==> src/rtl/mem_arbiter.sv <==
// Arbitrates icache/dcache refills and dcache writebacks onto one bmem/cacheline-adapter path.
// Define ARB_PERF_CNT_EN to add grant and dropped-response performance counters.
module mem_arbiter #(
    parameter int STARVE_LIMIT = 4,
    parameter int ADDR_W       = 32
) (
    input  logic              clk,
    input  logic              rst,
    input  logic              branch_flush,
    input  logic [ADDR_W-1:0] icache_addr,
    input  logic              icache_read,
    output logic [255:0]      icache_rdata,
    output logic              icache_resp,
    input  logic [ADDR_W-1:0] dcache_addr,
    input  logic              dcache_read,
    input  logic              dcache_write,
    input  logic [255:0]      dcache_wdata,
    output logic [255:0]      dcache_rdata,
    output logic              dcache_resp,
    output logic [ADDR_W-1:0] bmem_addr,
    output logic              bmem_read,
    input  logic              bmem_ready,
    output logic              received,
    output logic              adapt_write,
    output logic [ADDR_W-1:0] adapt_waddr,
    output logic [255:0]      adapt_wdata,
    input  logic              burst_ready,
    input  logic [ADDR_W-1:0] cacheline_addr,
    input  logic [255:0]      cacheline_data
`ifdef ARB_PERF_CNT_EN
    ,
    output logic [31:0]       perf_icache_grants,
    output logic [31:0]       perf_dcache_grants,
    output logic [31:0]       perf_flush_drops
`endif
);

    typedef enum logic [2:0] {IDLE, RD_CMD, RD_WAIT, WR_BURST, RESP} state_t;
    typedef enum logic {OWN_I, OWN_D} owner_t;

    localparam int CNT_W = $clog2(STARVE_LIMIT + 1);
    localparam logic [CNT_W-1:0]  STARVE_MAX = CNT_W'(STARVE_LIMIT);
    localparam logic [ADDR_W-1:0] LINE_MASK  = ~ADDR_W'(31);

    state_t            state_q, state_d;
    owner_t            owner_q;
    logic [ADDR_W-1:0] addr_q;
    logic [255:0]      wdata_q;
    logic [CNT_W-1:0]  starve_q;
    logic              drop_q;
    logic              ic_req, dc_req, grant_i, grant_d, line_hit;

    // A same-cycle flush kills the icache request before it can win arbitration.
    assign ic_req   = icache_read && !branch_flush;
    assign dc_req   = dcache_read || dcache_write;
    assign line_hit = burst_ready && (((cacheline_addr ^ addr_q) & LINE_MASK) == '0);

    always_comb begin
        // NOTE: every always_comb output gets a default first so no path can infer a latch.
        state_d = state_q;
        grant_i = 1'b0;
        grant_d = 1'b0;
        unique case (state_q)
            IDLE: begin
                if (ic_req && (starve_q == STARVE_MAX || !dc_req)) begin
                    grant_i = 1'b1;
                    state_d = RD_CMD;
                end else if (dc_req) begin
                    grant_d = 1'b1;
                    state_d = dcache_write ? WR_BURST : RD_CMD;
                end
            end
            RD_CMD:   if (bmem_ready)  state_d = RD_WAIT;
            RD_WAIT:  if (line_hit)    state_d = RESP;
            WR_BURST: if (burst_ready) state_d = RESP;
            RESP:     state_d = IDLE;
            default:  state_d = IDLE;
        endcase
    end

    assign bmem_read   = (state_q == RD_CMD);
    assign bmem_addr   = bmem_read ? addr_q : '0;
    assign adapt_write = (state_q == WR_BURST);
    assign adapt_waddr = adapt_write ? addr_q : '0;
    assign adapt_wdata = adapt_write ? wdata_q : '0;
    assign received    = (state_q == RD_WAIT) || adapt_write;
    assign icache_resp = (state_q == RESP) && (owner_q == OWN_I) && !drop_q;
    assign dcache_resp = (state_q == RESP) && (owner_q == OWN_D);

    // NOTE: sequential state uses non-blocking assignments so every register samples pre-edge values.
    always_ff @(posedge clk or negedge rst) begin
        if (!rst) begin
            state_q      <= IDLE;
            owner_q      <= OWN_I;
            addr_q       <= '0;
            wdata_q      <= '0;
            starve_q     <= '0;
            drop_q       <= 1'b0;
            icache_rdata <= '0;
            dcache_rdata <= '0;
        end else begin
            state_q <= state_d;
            if (grant_i) begin
                owner_q <= OWN_I;
                addr_q  <= icache_addr & LINE_MASK;
            end else if (grant_d) begin
                owner_q <= OWN_D;
                addr_q  <= dcache_addr & LINE_MASK;
                if (dcache_write) wdata_q <= dcache_wdata;
            end

            if (grant_i)
                starve_q <= '0;
            else if (grant_d && icache_read && starve_q != STARVE_MAX)
                starve_q <= starve_q + 1'b1;

            // The dropped burst still runs to completion to keep the adapter in step.
            if (state_q == RESP)
                drop_q <= 1'b0;
            else if (branch_flush && owner_q == OWN_I && (state_q == RD_CMD || state_q == RD_WAIT))
                drop_q <= 1'b1;

            if (state_q == RD_WAIT && line_hit) begin
                if (owner_q == OWN_I) icache_rdata <= cacheline_data;
                else                  dcache_rdata <= cacheline_data;
            end else if (state_q == WR_BURST && burst_ready) begin
                dcache_rdata <= '0;
            end
        end
    end

`ifdef ARB_PERF_CNT_EN
    always_ff @(posedge clk or negedge rst) begin
        if (!rst) begin
            perf_icache_grants <= '0;
            perf_dcache_grants <= '0;
            perf_flush_drops   <= '0;
        end else begin
            if (grant_i) perf_icache_grants <= perf_icache_grants + 32'd1;
            if (grant_d) perf_dcache_grants <= perf_dcache_grants + 32'd1;
            if (state_q == RESP && owner_q == OWN_I && drop_q)
                perf_flush_drops <= perf_flush_drops + 32'd1;
        end
    end
`endif

endmodule
==> config.mk <==
export PLATFORM = sky130hd
export DESIGN_NAME = mem_arbiter
export DESIGN_NICKNAME = d
export VERILOG_FILES = /design/src/rtl/mem_arbiter.sv
export SDC_FILE = /design/constraint.sdc
export NUM_CORES = 1
export LEC_CHECK = 0
export BUFFER_PORTS_ARGS = -buffer_cell sky130_fd_sc_hd__buf_2
export CAP_MARGIN = 0
export CORE_AREA = 2 2 565 567
export DETAILED_ROUTE_END_ITERATION = 6
export DIE_AREA = 0 0 567 569
export GPL_TIMING_DRIVEN = 0
export SYNTH_ARGS = -nofsm -noshare
export SYNTH_HDL_FRONTEND = slang
export SYNTH_SLANG_ARGS = --single-unit
==> constraint.sdc <==
create_clock -name clk -period 2.7 [get_ports clk]
set_input_delay 0.54 -clock clk [delete_from_list [all_inputs] [get_ports clk]]
set_output_delay 0.54 -clock clk [all_outputs]
set_load 0.01 [all_outputs]
# After elaboration in Yosys (flattened, before gate mapping)
# Index checks and enable logic that the tools add are counted.
dict set report totals {
  reg_bits 808
  input_bits 616
  output_inout_bits 837
  wordCells 78
}
dict set report classes {
  addsub 1
  n_eq_ne 11
  mux 26
  bitwise 3
  reduce_logical 29
}
# operator n
set ops {}
lappend ops {{2-to-1 mux 256 bit} 4}
lappend ops {{2-to-1 mux 32 bit} 4}
lappend ops {{zero test 32 bit} 1}
lappend ops {{XOR 32 bit} 1}
lappend ops {{2-to-1 mux 3 bit} 7}
lappend ops {{logical AND 1 bit} 12}
lappend ops {{one-hot mux 3 bit (4 select lines)} 1}
lappend ops {{2-to-1 mux 1 bit} 9}
lappend ops {{nonzero test 2 bit} 4}
lappend ops {{== test 3 x 2 -> 1 bit, second input constant} 2}
lappend ops {{== test 3 bit, second input constant} 2}
lappend ops {{!= test 3 bit, second input constant} 2}
lappend ops {{logical OR 1 bit} 4}
lappend ops {{!= test 2 x 1 -> 1 bit, second input constant} 2}
lappend ops {{!= test 2 bit, second input constant} 2}
lappend ops {{AND reduction 2 bit} 2}
lappend ops {{AND reduction 4 bit} 1}
lappend ops {{adder 3 x 1 -> 3 bit, second input constant} 1}
lappend ops {{== test 3 x 1 -> 1 bit, second input constant} 1}
lappend ops {{zero test 1 bit} 3}
lappend ops {{zero test 3 bit} 1}
lappend ops {{AND reduction 3 bit} 1}
lappend ops {{2-to-1 mux 2 bit} 1}
lappend ops {{NOT 1 bit} 2}

# Longest topological paths before layout
dict set report depth {
  word_depth 10
  ltp_mapped 9
  mapped_depth_nobuf 7
}

# Least setup slack after synthesis
# OpenSTA, ideal clock, no wires.
dict set report synth_timing {
  path_kind {in2reg}
  startpoint {input cacheline_addr[26]}
  endpoint {register icache_rdata[61]}
  setup_ps 128
  arrival_time_ps 2001
  required_ps 2572
  path_slack_ps 572
  path_stages 7
  path_buffers 2
  cell_sequence {xnor2_1 -> nand4_1 -> nor4_2 -> nand3_1 -> buf_4 -> buf_4 -> mux2_1}
}
dict set report synth_via {
  elab_chain_cells 5
}
# element line_no
set synth_lines {}
lappend synth_lines {{from (decl)} 28} ;# input logic [ADDR_W-1:0] cacheline_addr,
lappend synth_lines {{XOR 32 bit} 56} ;# assign line_hit = burst_ready && (((cacheline_addr ^ addr_q) & LINE_MASK) == '0);
lappend synth_lines {{zero test 32 bit} 56}
lappend synth_lines {{logical AND 1 bit} 56}
lappend synth_lines {{logical AND 1 bit} 123} ;# if (state_q == RD_WAIT && line_hit) begin
lappend synth_lines {{AND reduction 2 bit (no line)} --}
lappend synth_lines {{to (signal assigned)} 124} ;# if (owner_q == OWN_I) icache_rdata <= cacheline_data;
lappend synth_lines {{to (decl)} 12} ;# output logic [255:0] icache_rdata,
# Every way passes these cells.
# A chain may end at the register's enable or synchronous reset.

# Worst setup path in the final report
dict set report layout_timing {
  startpoint {register state_q[2]}
  endpoint {output adapt_wdata[90]}
}
dict set report layout_via {
  elab_chain_cells 2
}
# element line_no
set layout_lines {}
lappend layout_lines {{from (decl)} 45} ;# state_t state_q, state_d;
lappend layout_lines {{from (signal assigned)} 102} ;# state_q <= state_d;
lappend layout_lines {{== test 3 x 2 -> 1 bit} 83} ;# assign adapt_write = (state_q == WR_BURST);
lappend layout_lines {{2-to-1 mux 256 bit} 85} ;# assign adapt_wdata = adapt_write ? wdata_q : '0;
lappend layout_lines {{to (decl)} 26} ;# output logic [255:0] adapt_wdata,
# Every way passes these cells.

==> summary.txt <==
Detailed routing
  – Met2 wire length: 130000 µm
  – WL met1: between 100000 and 150000 µm
  – Vias per inst: 3.48
  – # DRC: 0
  – DRT Pass-1 Iters: 5
  – WL/cell: 30.5 µm
  – Initial DRC count: 2303
  – Met3 WL: around 28000 µm
  – Post-Route WL: between 200000 and 300000 µm
  – Max layer used: met5
  – DRT antenna net count: 0
  – DR vias: around 32000

Worst setup path
  – Critical path capture point type: primary output
  – Slowest CP cell: dfrtp_2
  – Delay-heaviest family, CP: buffers and inverters
  – Crit path buf inv count: 4
  – Worst path cell trace: nor2b_4, buf_12, buf_6, clkbuf_8, and3_1, buf_4
  – WS Path Type: reg2out
  – CP arrival: roughly 2400 ps
  – Critical path startpoint category: register
  – FF-to-FF Start: addr_q[17]$_DFFE_PN0P_
  – CP required: roughly 2200 ps
  – CP Max Fanout: 10
  – Worst path max stage delay: 430 ps
  – Critical path startpoint: state_q[2]$_DFFE_PN0P_

GRT
  – Global-route usage over all layers: between 10% and 20%
  – GRT overflow: 0
  – First-pass GRT wire length: roughly 350000 µm
  – Antenna violations before repair: a little under 200
  – Largest net degree at the start of global routing: between 100 and 150
  – Vias in the first global route: 32298

Floorplan
  – Starting Density: 10.9%
  – Die area: around 320000 µm²
  – I/O Pins: 1453
  – Rows: roughly 210
  – Die W: around 570 µm
  – Die span in y: roughly 570 µm
  – Core area: between 300000 and 400000 µm²

Final layout
  – Ratio of cells with drive above 1 in the final layout: a little under half
  – Fin nets: 5540
  – Fill count: around 35000
  – Final core utilization: a little under a fifth
  – Non-Filler Instances: approximately 9300
  – Area delta synth->final: 72.5%
  – Fin area: between 50000 and 60000 µm²

Synthesis
  – YS warnings: 0
  – Share of the yosys chip area belonging to registers: approximately 58%
  – Synth cell types: 33
  – Post-synth ARST share: 100%
  – Most numerous cell in the Yosys netlist: dfrtp_1
  – Post-synth top cells: 803 x dfrtp_1, 316 x nand2_1, 285 x and3_1, 272 x mux2_2, 261 x inv_1
  – Top cells by area, synth: dfrtp_1 58%, mux2_2 8.9%, mux2i_1 7.5%, mux2_1 6.5%, and3_1 5.2%
  – Avg Inst Size Synth: about 12 µm²
  – Synthesized area: around 35000 µm²
  – Top_reg_cell synth: dfrtp_1
  – Post-Syn Instances: 2791
  – Dominant cell type by area after synthesis: dfrtp_1
  – Post-synth EDFFs: 0
  – Synth top area share: 58.2%
  – #FFs+latches synth: between 800 and 900

Placement
  – Setup slack at placement: -2030 ps
  – Buffers on Ports: roughly 1400
  – Placed inst area: about 47000 µm²
  – Dpl cells: ~8400
  – GPL Wtd Cong: 1.00
  – HPWL after DPL: 239000 µm

Clock network
  – H-tree Lvls: 3
  – Max Root-Sink Buffers: 4
  – Sink Count: approximately 800
  – Clock transition at path regs: ~60 ps
  – Later-pin clock latency in the skew report: just over 800 ps
  – CTS tree: yes
  – Root Buffer: clkbuf_16
  – Cts bufs inserted: between 100 and 150

STA
  – Max-slew headroom: roughly 33%
  – Max Clock Skew: 90.3 ps
  – Final setup fails: between 500 and 600
  – Hold Fails Final Rpt: 0
  – Minimum clock period: just under 3000 ps
  – FMAX: around 340 MHz
  – Slew Limit Fails: 0
  – RSZ-0062 raised after global routing: true
  – PnR worst setup slack: -208 ps
  – Final period util: 108%
  – Worst-margin pin slew: between 1000 and 1500 ps

Power and ir drop
  – Power per cell area: around 810 nW/µm²
  – Pleak: 32.3 nW
  – Flop pwr share: 34.3%
  – Gate power share: approximately a third
  – Net Switching: 17.0 mW
  – VDD IR max: around 0.65 mV
  – Internal power: approximately 31 mW
  – Switch share: 35.5%
  – Clock network fraction of total power: between 30% and 40%

Outcome
  – Status: finished with violations
  – Violated checks: negative setup slack

Worst hold path
  – HP Start: dcache_wdata[246]
  – Hold Path Class: in2reg

Job
  – Max Cap Viol: 0
-- metal layers --
layer | up-vias | GRT usage [%]
li1 | 13691 | -
met1 | 16136 | 19.2
met2 | 1928 | 27.6
met3 | 532 | 6.27
met4 | 32 | 7.05
met5 | - | 0
-- cells by family after synthesis --
family | after synthesis | share of synthesized area [%]
compound gates | 36 | 0.660
xor+xnor | 28 | 0.711
fa+ha+maj | 2 | 0.0725
buf+inv | 462 | 5.74
flops | 803 | 58.2
mux | 769 | 24.6
other cells | 1 | 0.0109
simple gates | 690 | 9.96
-- final timing paths --
check	end	slack (ps)	depth (start not counted)
max in group asynchronous	wdata_q[115]$_DFFE_PN0P_	210	6
min in group asynchronous	icache_rdata[121]$_DFFE_PN0P_	340	3
min reg2reg	icache_rdata[12]$_DFFE_PN0P_	480	1
max reg2reg	dcache_rdata[230]$_DFFE_PN0P_	-140	10
min	wdata_q[246]$_DFFE_PN0P_	70	2
max	adapt_wdata[90]	-210	6
-- power groups by stage --
stage               Sequential (mW)  Clock (mW)  Combinational [mW]
CTS                            16.3        15.2                15.4
floorplan                      15.2           0                6.35
detailed placement             16.4           0                12.1
finish                         16.5        14.8                16.7
global placement               16.4           0                12.1
global route                   16.6        15.6                17.5
-- sequential cells by signal (all words and copies together), names as in the netlist --
name	flops
addr_q	27
wdata_q	256
state_q	3
owner_q	1
dcache_rdata	256
drop_q	1
icache_rdata	256
starve_q	3
-- metrics by stage --
step / power, mW / setup TNS, ps / hold slack (ps)
floorplan: 21.5 / 0 / 244
global placement: 28.5 / - / 468
detailed placement: 28.5 / -1216500 / 476
CTS: 46.9 / -99250 / 0.179
global route: 49.7 / -106390 / 12.2
finish: 47.9 / -48650 / 65.0
-- layout by cell type, fill, tap and decap left out, types with 3 or more instances in the layout --
cell type      instances
buf_2               1289
dfrtp_1              785
dlygate4sd3_1        532
nand2_1              315
mux2_2               272
inv_1                261
mux2i_1              256
mux2_1               187
and3_1               176
buf_6                154
clkbuf_16            125
and3_4               109
diode_2               96
buf_4                 90
mux2_4                53
clkbuf_1              45
clkbuf_8              42
nor2_1                35
a31oi_1               28
and2_4                25
xnor2_1               22
clkbuf_2              20
buf_8                 17
dfrtp_2               17
buf_12                14
clkbuf_4              13
clkinv_2              13
buf_16                12
conb_1                10
nand4_1                8
bufinv_16              8
clkinvlp_4             8
clkinv_4               7
buf_1                  6
nand3_1                5
xnor2_2                5
inv_6                  4
and2_1                 3
nand2b_1               3
-- cell type report --
class                           instances  area (µm²)  area share, %
Clock buffer                          146        2990           5.03
Clock inverter                         45         541          0.908
Buffer                                197        1790           3.01
Timing Repair Buffer                 2018       14400           24.2
Tap cell                             4180        5230           8.79
Inverter                              261         980           1.65
Sequential cell                       803       20100           33.8
Multi-Input combinational cell       1535       13200           22.2
Antenna cell                           96         240          0.404
-- what timing repair did --
item / 4_1_cts / 5_1_grt
endpoints found under the setup margin: 1088 / 1001
gates resized for setup: 483 / 273
setup buffers: 23 / 10
hold buffers: 533 / 0
pin swaps: 13 / 12
gates cloned: 4 / 13
hold endpoints to repair: 733 / 0
No activity file was read; power rests on OpenSTA's default activity.
